File: src/rtl/sobel_pkg.sv
// Shared constants for the Sobel frame sequencer: frame defaults,
// FSM state encoding and the window byte-lane helper.
package sobel_pkg;

  localparam int IMG_W_DEF  = 640;
  localparam int IMG_H_DEF  = 480;
  localparam int PIX_W_DEF  = 8;
  localparam int ADDR_W_DEF = 19;

  localparam logic [2:0] S_IDLE  = 3'd0;
  localparam logic [2:0] S_PRIME = 3'd1;
  localparam logic [2:0] S_FETCH = 3'd2;
  localparam logic [2:0] S_ISSUE = 3'd3;
  localparam logic [2:0] S_WAIT  = 3'd4;
  localparam logic [2:0] S_WRITE = 3'd5;
  localparam logic [2:0] S_DONE  = 3'd6;

  // Last step of each read state is a capture-only cycle.
  localparam logic [2:0] PRIME_LAST = 3'd6;
  localparam logic [2:0] FETCH_LAST = 3'd3;

  function automatic int win_idx(input int i, input int j);
    return 3 * i + j;
  endfunction

endpackage

File: src/rtl/sobel_window_regs.sv
// 3x3 pixel window with a left column shift and a single-pixel
// load port; presents the window as a flat byte-lane bus.
module sobel_window_regs
  import sobel_pkg::*;
#(
  parameter int PIX_W = PIX_W_DEF
) (
  input  logic               clk,
  input  logic               reset,
  input  logic               shift_col_i,
  input  logic               load_i,
  input  logic [1:0]         load_row_i,
  input  logic [1:0]         load_col_i,
  input  logic [PIX_W-1:0]   load_pix_i,
  output logic [9*PIX_W-1:0] win_o
);

  logic [PIX_W-1:0] px_q [3][3];

  always_ff @(posedge clk) begin
    if (reset) begin
      for (int i = 0; i < 3; i++) begin
        for (int j = 0; j < 3; j++) begin
          px_q[i][j] <= '0;
        end
      end
    end else begin
      if (shift_col_i) begin
        for (int i = 0; i < 3; i++) begin
          px_q[i][0] <= px_q[i][1];
          px_q[i][1] <= px_q[i][2];
        end
      end
      if (load_i) begin
        px_q[load_row_i][load_col_i] <= load_pix_i;
      end
    end
  end

  for (genvar gi = 0; gi < 3; gi++) begin : g_row
    for (genvar gj = 0; gj < 3; gj++) begin : g_col
      assign win_o[PIX_W*win_idx(gi, gj) +: PIX_W] = px_q[gi][gj];
    end
  end

endmodule

File: src/rtl/sobel_frame_sequencer.sv
// Walks one frame through the Sobel core: column-sliding 3x3 window
// fetch, valid/ready hand-off, and linear result write-back.
module sobel_frame_sequencer
  import sobel_pkg::*;
#(
  parameter int IMG_W  = IMG_W_DEF,
  parameter int IMG_H  = IMG_H_DEF,
  parameter int PIX_W  = PIX_W_DEF,
  parameter int ADDR_W = ADDR_W_DEF
) (
  input  logic               clk,
  input  logic               reset,
  input  logic               start,
  output logic               busy,
  output logic               done,
  output logic               mem_rd_en,
  output logic [ADDR_W-1:0]  mem_rd_addr,
  input  logic [PIX_W-1:0]   mem_rd_data,
  output logic               win_valid,
  input  logic               win_ready,
  output logic [9*PIX_W-1:0] win_data,
  input  logic               res_valid,
  input  logic [PIX_W-1:0]   res_data,
  output logic               out_wr_en,
  output logic [ADDR_W-1:0]  out_wr_addr,
  output logic [PIX_W-1:0]   out_wr_data
);

  localparam int CW = (IMG_W > 2) ? $clog2(IMG_W) : 1;
  localparam int RW = (IMG_H > 2) ? $clog2(IMG_H) : 1;

  localparam logic [CW-1:0]     C_LAST = CW'(IMG_W - 3);
  localparam logic [RW-1:0]     R_LAST = RW'(IMG_H - 3);
  localparam logic [ADDR_W-1:0] W1_A   = ADDR_W'(IMG_W);
  localparam logic [ADDR_W-1:0] W2_A   = ADDR_W'(2 * IMG_W);

  logic [2:0]        state_q, state_d;
  logic [2:0]        step_q, step_d;
  logic [CW-1:0]     c_q, c_d;
  logic [RW-1:0]     r_q, r_d;
  logic [ADDR_W-1:0] rbase_q, rbase_d;
  logic [ADDR_W-1:0] idx_q, idx_d;
  logic [PIX_W-1:0]  res_q, res_d;

  logic              ld_q;
  logic [1:0]        ld_row_q;
  logic [1:0]        ld_col_q;

  logic              rd_en;
  logic [1:0]        rd_row;
  logic [1:0]        rd_col;
  logic [1:0]        wcol;
  logic [ADDR_W-1:0] roff;
  logic [ADDR_W-1:0] rd_addr;
  logic              shift_col;

  // PRIME walks cols c, c+1; FETCH walks col c+2. Rows go r..r+2.
  always_comb begin
    rd_en  = 1'b0;
    rd_row = 2'd0;
    rd_col = 2'd0;
    if (state_q == S_PRIME) begin
      unique case (step_q)
        3'd0:    begin rd_en = 1'b1; rd_row = 2'd0; rd_col = 2'd0; end
        3'd1:    begin rd_en = 1'b1; rd_row = 2'd1; rd_col = 2'd0; end
        3'd2:    begin rd_en = 1'b1; rd_row = 2'd2; rd_col = 2'd0; end
        3'd3:    begin rd_en = 1'b1; rd_row = 2'd0; rd_col = 2'd1; end
        3'd4:    begin rd_en = 1'b1; rd_row = 2'd1; rd_col = 2'd1; end
        3'd5:    begin rd_en = 1'b1; rd_row = 2'd2; rd_col = 2'd1; end
        default: begin rd_en = 1'b0; end
      endcase
    end else if (state_q == S_FETCH && step_q != FETCH_LAST) begin
      rd_en  = 1'b1;
      rd_row = step_q[1:0];
      rd_col = 2'd2;
    end
  end

  always_comb begin
    roff = '0;
    unique case (1'b1)
      rd_row == 2'd1: roff = W1_A;
      rd_row == 2'd2: roff = W2_A;
      default:        roff = '0;
    endcase
  end

  assign rd_addr   = rbase_q + roff + ADDR_W'(c_q) + ADDR_W'(rd_col);
  // Memory col c lands in window col 1 so the FETCH shift moves it to 0.
  assign wcol      = (rd_col == 2'd0) ? 2'd1 : 2'd2;
  assign shift_col = (state_q == S_FETCH) && (step_q == 3'd0);

  always_comb begin
    state_d = state_q;
    step_d  = step_q;
    c_d     = c_q;
    r_d     = r_q;
    rbase_d = rbase_q;
    idx_d   = idx_q;
    res_d   = res_q;
    unique case (state_q)
      S_IDLE: begin
        if (start) begin
          state_d = S_PRIME;
          step_d  = 3'd0;
          c_d     = '0;
          r_d     = '0;
          rbase_d = '0;
          idx_d   = '0;
        end
      end
      S_PRIME: begin
        if (step_q == PRIME_LAST) begin
          state_d = S_FETCH;
          step_d  = 3'd0;
        end else begin
          step_d = step_q + 3'd1;
        end
      end
      S_FETCH: begin
        if (step_q == FETCH_LAST) begin
          state_d = S_ISSUE;
          step_d  = 3'd0;
        end else begin
          step_d = step_q + 3'd1;
        end
      end
      S_ISSUE: begin
        if (win_ready) begin
          if (res_valid) begin
            res_d   = res_data;
            state_d = S_WRITE;
          end else begin
            state_d = S_WAIT;
          end
        end
      end
      S_WAIT: begin
        if (res_valid) begin
          res_d   = res_data;
          state_d = S_WRITE;
        end
      end
      S_WRITE: begin
        idx_d  = idx_q + ADDR_W'(1);
        step_d = 3'd0;
        if (c_q < C_LAST) begin
          c_d     = c_q + CW'(1);
          state_d = S_FETCH;
        end else if (r_q < R_LAST) begin
          c_d     = '0;
          r_d     = r_q + RW'(1);
          rbase_d = rbase_q + W1_A;
          state_d = S_PRIME;
        end else begin
          state_d = S_DONE;
        end
      end
      S_DONE: begin
        state_d = S_IDLE;
      end
      default: begin
        state_d = S_IDLE;
      end
    endcase
  end

  always_ff @(posedge clk) begin
    if (reset) begin
      state_q  <= S_IDLE;
      step_q   <= 3'd0;
      c_q      <= '0;
      r_q      <= '0;
      rbase_q  <= '0;
      idx_q    <= '0;
      res_q    <= '0;
      ld_q     <= 1'b0;
      ld_row_q <= 2'd0;
      ld_col_q <= 2'd0;
    end else begin
      state_q  <= state_d;
      step_q   <= step_d;
      c_q      <= c_d;
      r_q      <= r_d;
      rbase_q  <= rbase_d;
      idx_q    <= idx_d;
      res_q    <= res_d;
      ld_q     <= rd_en;
      ld_row_q <= rd_row;
      ld_col_q <= wcol;
    end
  end

  sobel_window_regs #(
    .PIX_W (PIX_W)
  ) u_win (
    .clk         (clk),
    .reset       (reset),
    .shift_col_i (shift_col),
    .load_i      (ld_q),
    .load_row_i  (ld_row_q),
    .load_col_i  (ld_col_q),
    .load_pix_i  (mem_rd_data),
    .win_o       (win_data)
  );

  assign busy        = (state_q != S_IDLE);
  assign done        = (state_q == S_DONE);
  assign win_valid   = (state_q == S_ISSUE);
  assign out_wr_en   = (state_q == S_WRITE);
  assign out_wr_addr = idx_q;
  assign out_wr_data = res_q;
  assign mem_rd_en   = rd_en;
  assign mem_rd_addr = rd_en ? rd_addr : '0;

endmodule
File: config.mk
export PLATFORM = sky130hd
export DESIGN_NAME = sobel_frame_sequencer
export DESIGN_NICKNAME = d
export VERILOG_FILES = /design/src/rtl/sobel_pkg.sv /design/src/rtl/sobel_window_regs.sv /design/src/rtl/sobel_frame_sequencer.sv
export SDC_FILE = /design/constraint.sdc
export NUM_CORES = 1
export LEC_CHECK = 0
export ABC_AREA = 1
export BUFFER_PORTS_ARGS = -buffer_cell sky130_fd_sc_hd__buf_2
export CAP_MARGIN = 10
export CORE_UTILIZATION = 60
export CTS_CLUSTER_SIZE = 24
export DETAILED_ROUTE_END_ITERATION = 10
export PLACE_DENSITY = 0.84
export SETUP_SLACK_MARGIN = 0.15
export SLEW_MARGIN = 20
export SYNTH_ARGS = -nofsm -noshare
export SYNTH_HDL_FRONTEND = slang
export SYNTH_SLANG_ARGS = --single-unit
File: constraint.sdc
create_clock -name clk -period 10.6 [get_ports clk]
set_input_delay 2.12 -clock clk [delete_from_list [all_inputs] [get_ports clk]]
set_output_delay 2.12 -clock clk [all_outputs]
set_load 0.01 [all_outputs]
* Word level (Yosys, flattened, before mapping)
Memories as Yosys holds them, arrays and structs flattened.
Index checks and enable logic that the tools add are counted.
Widths: inputs -> output; s select.
** Cells by class
- Add/sub/neg operators :: 8
- $lt $le $gt $ge :: 4
- Eq/ne operators :: 23
- Muxes and demuxes :: 57
- Bitwise gates (word level) :: 7
- Reductions and logical operators :: 20
** Operators with widths (count)
- $mux 19 :: 4
- $pmux 19 s2 :: 2
- $mux 8 :: 9
- $mux 10 :: 3
- $mux 3 :: 10
- $mux 9 :: 3
- $mux 24 :: 1
- $pmux 11 s2 :: 1
- $pmux 10 s2 :: 1
- $add 19x1->19 const B :: 1
- $add 19x10->19 :: 1
- $add 19x10->19 const B :: 1
- $add 19x19->19 :: 1
- $add 19x2->19 :: 1
- $eq 3x3->1 const B :: 6
- $pmux 3 s6 :: 1
- $pmux 9 s2 :: 1
- $demux 8 s2 :: 1
- $pmux 8 s2 :: 1
- $eq 3x2->1 const B :: 4
- $mux 1 :: 12
- $pmux 3 s4 :: 1
- $add 10x1->10 const B :: 1
- $lt 10x10->1 const B :: 1
- 29 further kinds :: 51
** Word-level totals
- Bits in registers :: 76
- Memory bits (writable) :: 72
- Input bits :: 21
- Word-level logic and storage cells :: 130
- Memories kept :: 1
** Memory list
- u_win.px_q :: words 3, width 24, rd ports 3, clocked after memory_dff 0, write ports 4, line sobel_window_regs.sv:18 : logic [PIX_W-1:0] px_q [3][3];

* Logic depth before layout (Yosys ltp)
- Word-level depth :: 10
- Mapped depth :: 19

* Hierarchy
Synthesis repeated with hierarchy kept, for this count alone.
** Unflattened totals
- Cells, all modules :: 1108
- Area, all modules :: 8069.0 sq um
** Modules (own cells, without submodules)
- sobel_frame_sequencer :: instances 1, cells an instance 714, area each 4516.8 sq um, seq. area each 1381.3 sq um
- sobel_window_regs :: instances 1, cells an instance 394, area each 3552.2 sq um, seq. area each 2162.1 sq um

* Worst setup path before layout
No wires, ideal clock.
- Path kind :: register to output
- Start point :: reg step_q[2]
- End point :: out mem_rd_addr[18]
- Arrival time :: 2798 ps
- Required time :: 8480 ps
- Slack :: 5682 ps
- Stages on the path, launching flop included :: 16
- Path buffers :: 0
- Cell sequence :: dfxtp_1 inv_1 ha_1 inv_1 nand2_2 o21ai_1 inv_1 nor2_1 fa_1 ha_1 inv_1 o21bai_1 a21boi_0 a21oi_1 a21oi_1 nor2_1
** Between the ends
- Longest elaborated chain between the ends :: 10
** Ends and longest elaborated chain
- start: declaration :: line sobel_frame_sequencer.sv:38 : logic [2:0] step_q, step_d;
- start signal: assignment :: line sobel_frame_sequencer.sv:182 : step_q <= step_d;
- $eq 3x3->1, or another cell as far along :: line sobel_frame_sequencer.sv:63 : unique case (step_q)
- $reduce_or 2->1 (no line) or $logic_and 1x1->1 (tied branches)
- $pmux 2 s2 or $mux 2 (tied branches) :: line sobel_frame_sequencer.sv:63, sobel_frame_sequencer.sv:72
- $mux 2 :: line sobel_frame_sequencer.sv:62 : if (state_q == S_PRIME) begin
- $eq 2x2->1 or $eq 2x1->1 (tied branches) :: line sobel_frame_sequencer.sv:83, sobel_frame_sequencer.sv:82
- $pmux 11 s2 :: line sobel_frame_sequencer.sv:81 : unique case (1'b1)
- $add 19x19->19 :: line sobel_frame_sequencer.sv:88 : assign rd_addr = rbase_q + roff + ADDR_W'(c_q) + ADDR_W'(rd_col);
- $add 19x10->19 :: line sobel_frame_sequencer.sv:88
- $add 19x2->19 :: line sobel_frame_sequencer.sv:88
- $mux 19 (*) :: line sobel_frame_sequencer.sv:214 : assign mem_rd_addr = rd_en ? rd_addr : '0;
- end: declaration :: line sobel_frame_sequencer.sv:17 : output logic [ADDR_W-1:0] mem_rd_addr,
Every way passes the cells marked *; elsewhere a longest branch is shown, timed or not.

* Worst setup path after layout
Ends and elaborated chain as after synthesis.

==> metrics <==
Post-CTS Setup Inserts 0; slowest library cell on the worst path fa_1; PD cells 177 nW/µm²; CP Depth 17; cell area after layout 8990 µm²; Fill cells 978; Worst path max stage delay 460 ps; Least-Margin Pin Slew 797 ps; VDD IR max 85.1 µV; Fin Clk Skew 5.44 ps; Hold Vio Cnt, Final 0; n_diodes 0; R2R Path End rbase_q[15]; vias in the first global route around 6400; crit path kind flip-flop to output port; initial antenna violation count 0; Wirelength per Cell between 10 and 15 µm; most used cell, CP inv_1; Max FO, Critical Path 7; highest routing layer actually used met4; IO Count 144; RSZ-0062 raised after global routing no; DRT antenna net count 0; R2R depth 7; Slew HR 0.466; Crit Reg-Reg Startpoint state_q[0]; commonest non-fill, non-tap cell in the layout nand2_1; initial core utilization 0.626; Max-Cap Viols 0; status finished, final reports clean; core area 12200 µm²; Residual DRC 0; Yosys cell types 44; Mapped Avg Cell Area 7.83 µm²; fin crit period around 5800 ps; first-pass GRT wire length approximately 28000 µm; Via Count 7082; Area Growth Syn to Fin 17.6%; CP endpoint mem_rd_addr[18]; Setup-failing EPs final 0; TritonCTS clock tree yes; metal2 WL 8670 µm; Hold Buf Count CTS 0; width of the die about 110 µm; Max Buffers Root-to-Sink 2; register area share after synthesis 0.463; share of cells above drive strength 1 0.187; Area contributors post-synth edfxtp_1 (28%), dfxtp_1 (18%), nand2_1 (9.8%); CTS H-tree depth 4; period utilisation layout 0.549; Startpoint Class flip-flop; TritonRoute pass-1 iters 5; DP HPWL ~13000 µm; Met3 Routed Length 1200 µm; Critical Path AT 3700 ps; die height 115 µm; FF+latch area between 3000 and 4000 µm²; Mapped Cells 977; DRT met1 WL 7400 µm; Hold Crit Class flip-flop to flip-flop; worst-skew pair later-pin latency 420 ps; routed wire length 17700 µm; setup tns final 0 ps; largest net degree at the start of global routing 54; Mapped Nets 1022; crit end category output port; flops & latches, synth ~140; Critical Path Start step_q[2]; Yosys warning total 0; Slew Viols, Final 0; CTS Root Buffer Type clkbuf_16; critical path's top delay family adder cells; Worst Path Buf+Inv 5; post-CTS sizing 0; DR vias/cell 5.51; Multi-input gate area 3530 µm²; Post-Syn Area 7650 µm²; Leak 3.75 nW; CP Data Required Time ~8500 ps; commonest cells after routing, fill and taps aside nand2_1 (199), buf_2 (143), nor2_1 (141); initial DRC count 631; row cnt 40; Synth area leader edfxtp_1; PortBufs 143; total clock sinks 141; routability cong. 0.913; hold path depth 2; setup slack, reg-to-reg 7760 ps; Final #Nets 1151; die area between 10000 and 15000 µm²; Clock transition at path regs around 60 ps; max frequency 0.172 GHz; Synth top area share 0.283; GRT Resource Usage Total 0.272; total CTS buffers 17; worst-path cell chain inv_1 -> ha_1 -> inv_1 -> nand2_2 -> o21ai_1 -> inv_1 -> nor2_1 -> fa_1 -> ha_1 -> inv_1 -> o21bai_1 -> a21boi_0 -> a21oi_1 -> nand3_1 -> nand2_1 -> nor2_1 -> buf_2; GRT overflow 0; Placed Area roughly 8400 µm²
## worst reg2reg max path, stage by stage (launching register included)
cell     delay, ps
dfxtp_1        500
nand3_2        490
inv_2          650
nor2_4         240
inv_2          160
nand3_2        380
nand2_1        220
a21oi_2         70
## final cells by class
type | count | area share
Timing Repair Buffer | 145 | 0.0812
Tap cell | 168 | 0.0234
Multi-Input combinational cell | 701 | 0.393
Clock inverter | 12 | 0.0189
Inverter | 100 | 0.0417
Sequential cell | 141 | 0.394
Clock buffer | 19 | 0.0481
## routing by layer
metal	track usage	vias up
met4	0.121	0
met2	0.475	279
li1	-	3510
met3	0.0617	40
met5	0	-
met1	0.322	3253
## worst min path at each step
stage / endpoint / from / slack (ps)
floorplan: r_q[3] / r_q[3] / 460
global placement: out_wr_data[1] / out_wr_data[1] / 460
detailed placement: out_wr_data[5] / out_wr_data[5] / 470
CTS: out_wr_data[5] / out_wr_data[5] / 480
global route: out_wr_data[4] / out_wr_data[4] / 500
finish: out_wr_data[5] / out_wr_data[5] / 480
## cell usage after synthesis, drive strengths merged
library cell	instances
nand2	212
nor2	146
inv	100
nand3	98
o21ai	87
edfxtp	72
dfxtp	69
a21oi	68
buf	21
ha	20
nor3	18
xor2	15
clkbuf	14
nand4	11
fa	4
a31oi	3
o211ai	3
xnor2	3
o21bai	2
a211oi	1
a21boi	1
a221oi	1
a22oi	1
a32oi	1
and3	1
nand3b	1
nor3b	1
nor4	1
o2111ai	1
o21a	1
## report_power, final
part	switching, mW	internal [mW]	leakage (nW)	total, mW
Clock	0.218	0.390	0.290	0.609
Combinational	0.231	0.0921	2.16	0.324
Sequential	0.0281	0.635	1.30	0.663
## kinds of logic after synthesis
logic type                 after synthesis  share of synthesized area
DFF                                    141                      0.463
buffers and inverters                  135                     0.0752
adders and majority gates               24                     0.0432
xor gates and xnor gates                18                     0.0206
AOI/OAI and AO/OA                      170                      0.121
and+or+nand+nor                        489                      0.277
## through the flow
| step | hold slack (ps) | worst slack [ps] | utilization | power, mW | instances |
|---|---|---|---|---|---|
| after floorplan | 457 | 5680 | - | 0.905 | 977 |
| after global placement | 459 | 5390 | 0.687 | 0.985 | 1255 |
| after detailed placement | 468 | 5260 | 0.687 | 0.994 | 1255 |
| after CTS | 481 | 4810 | 0.736 | 1.60 | 1286 |
| after global routing | 504 | 4480 | 0.736 | 1.66 | 1286 |
| final | 476 | 4780 | 0.736 | 1.60 | 1286 |
## registers in the layout (all words and copies together) (netlist names)
register	count
ld_col_q	2
out_wr_data	8
out_wr_addr	19
rbase_q	12
step_q	3
c_q	10
ld_q	1
state_q	3
u_win.px_q	72
r_q	9
ld_row_q	2
(Power assumes the default switching activity.)
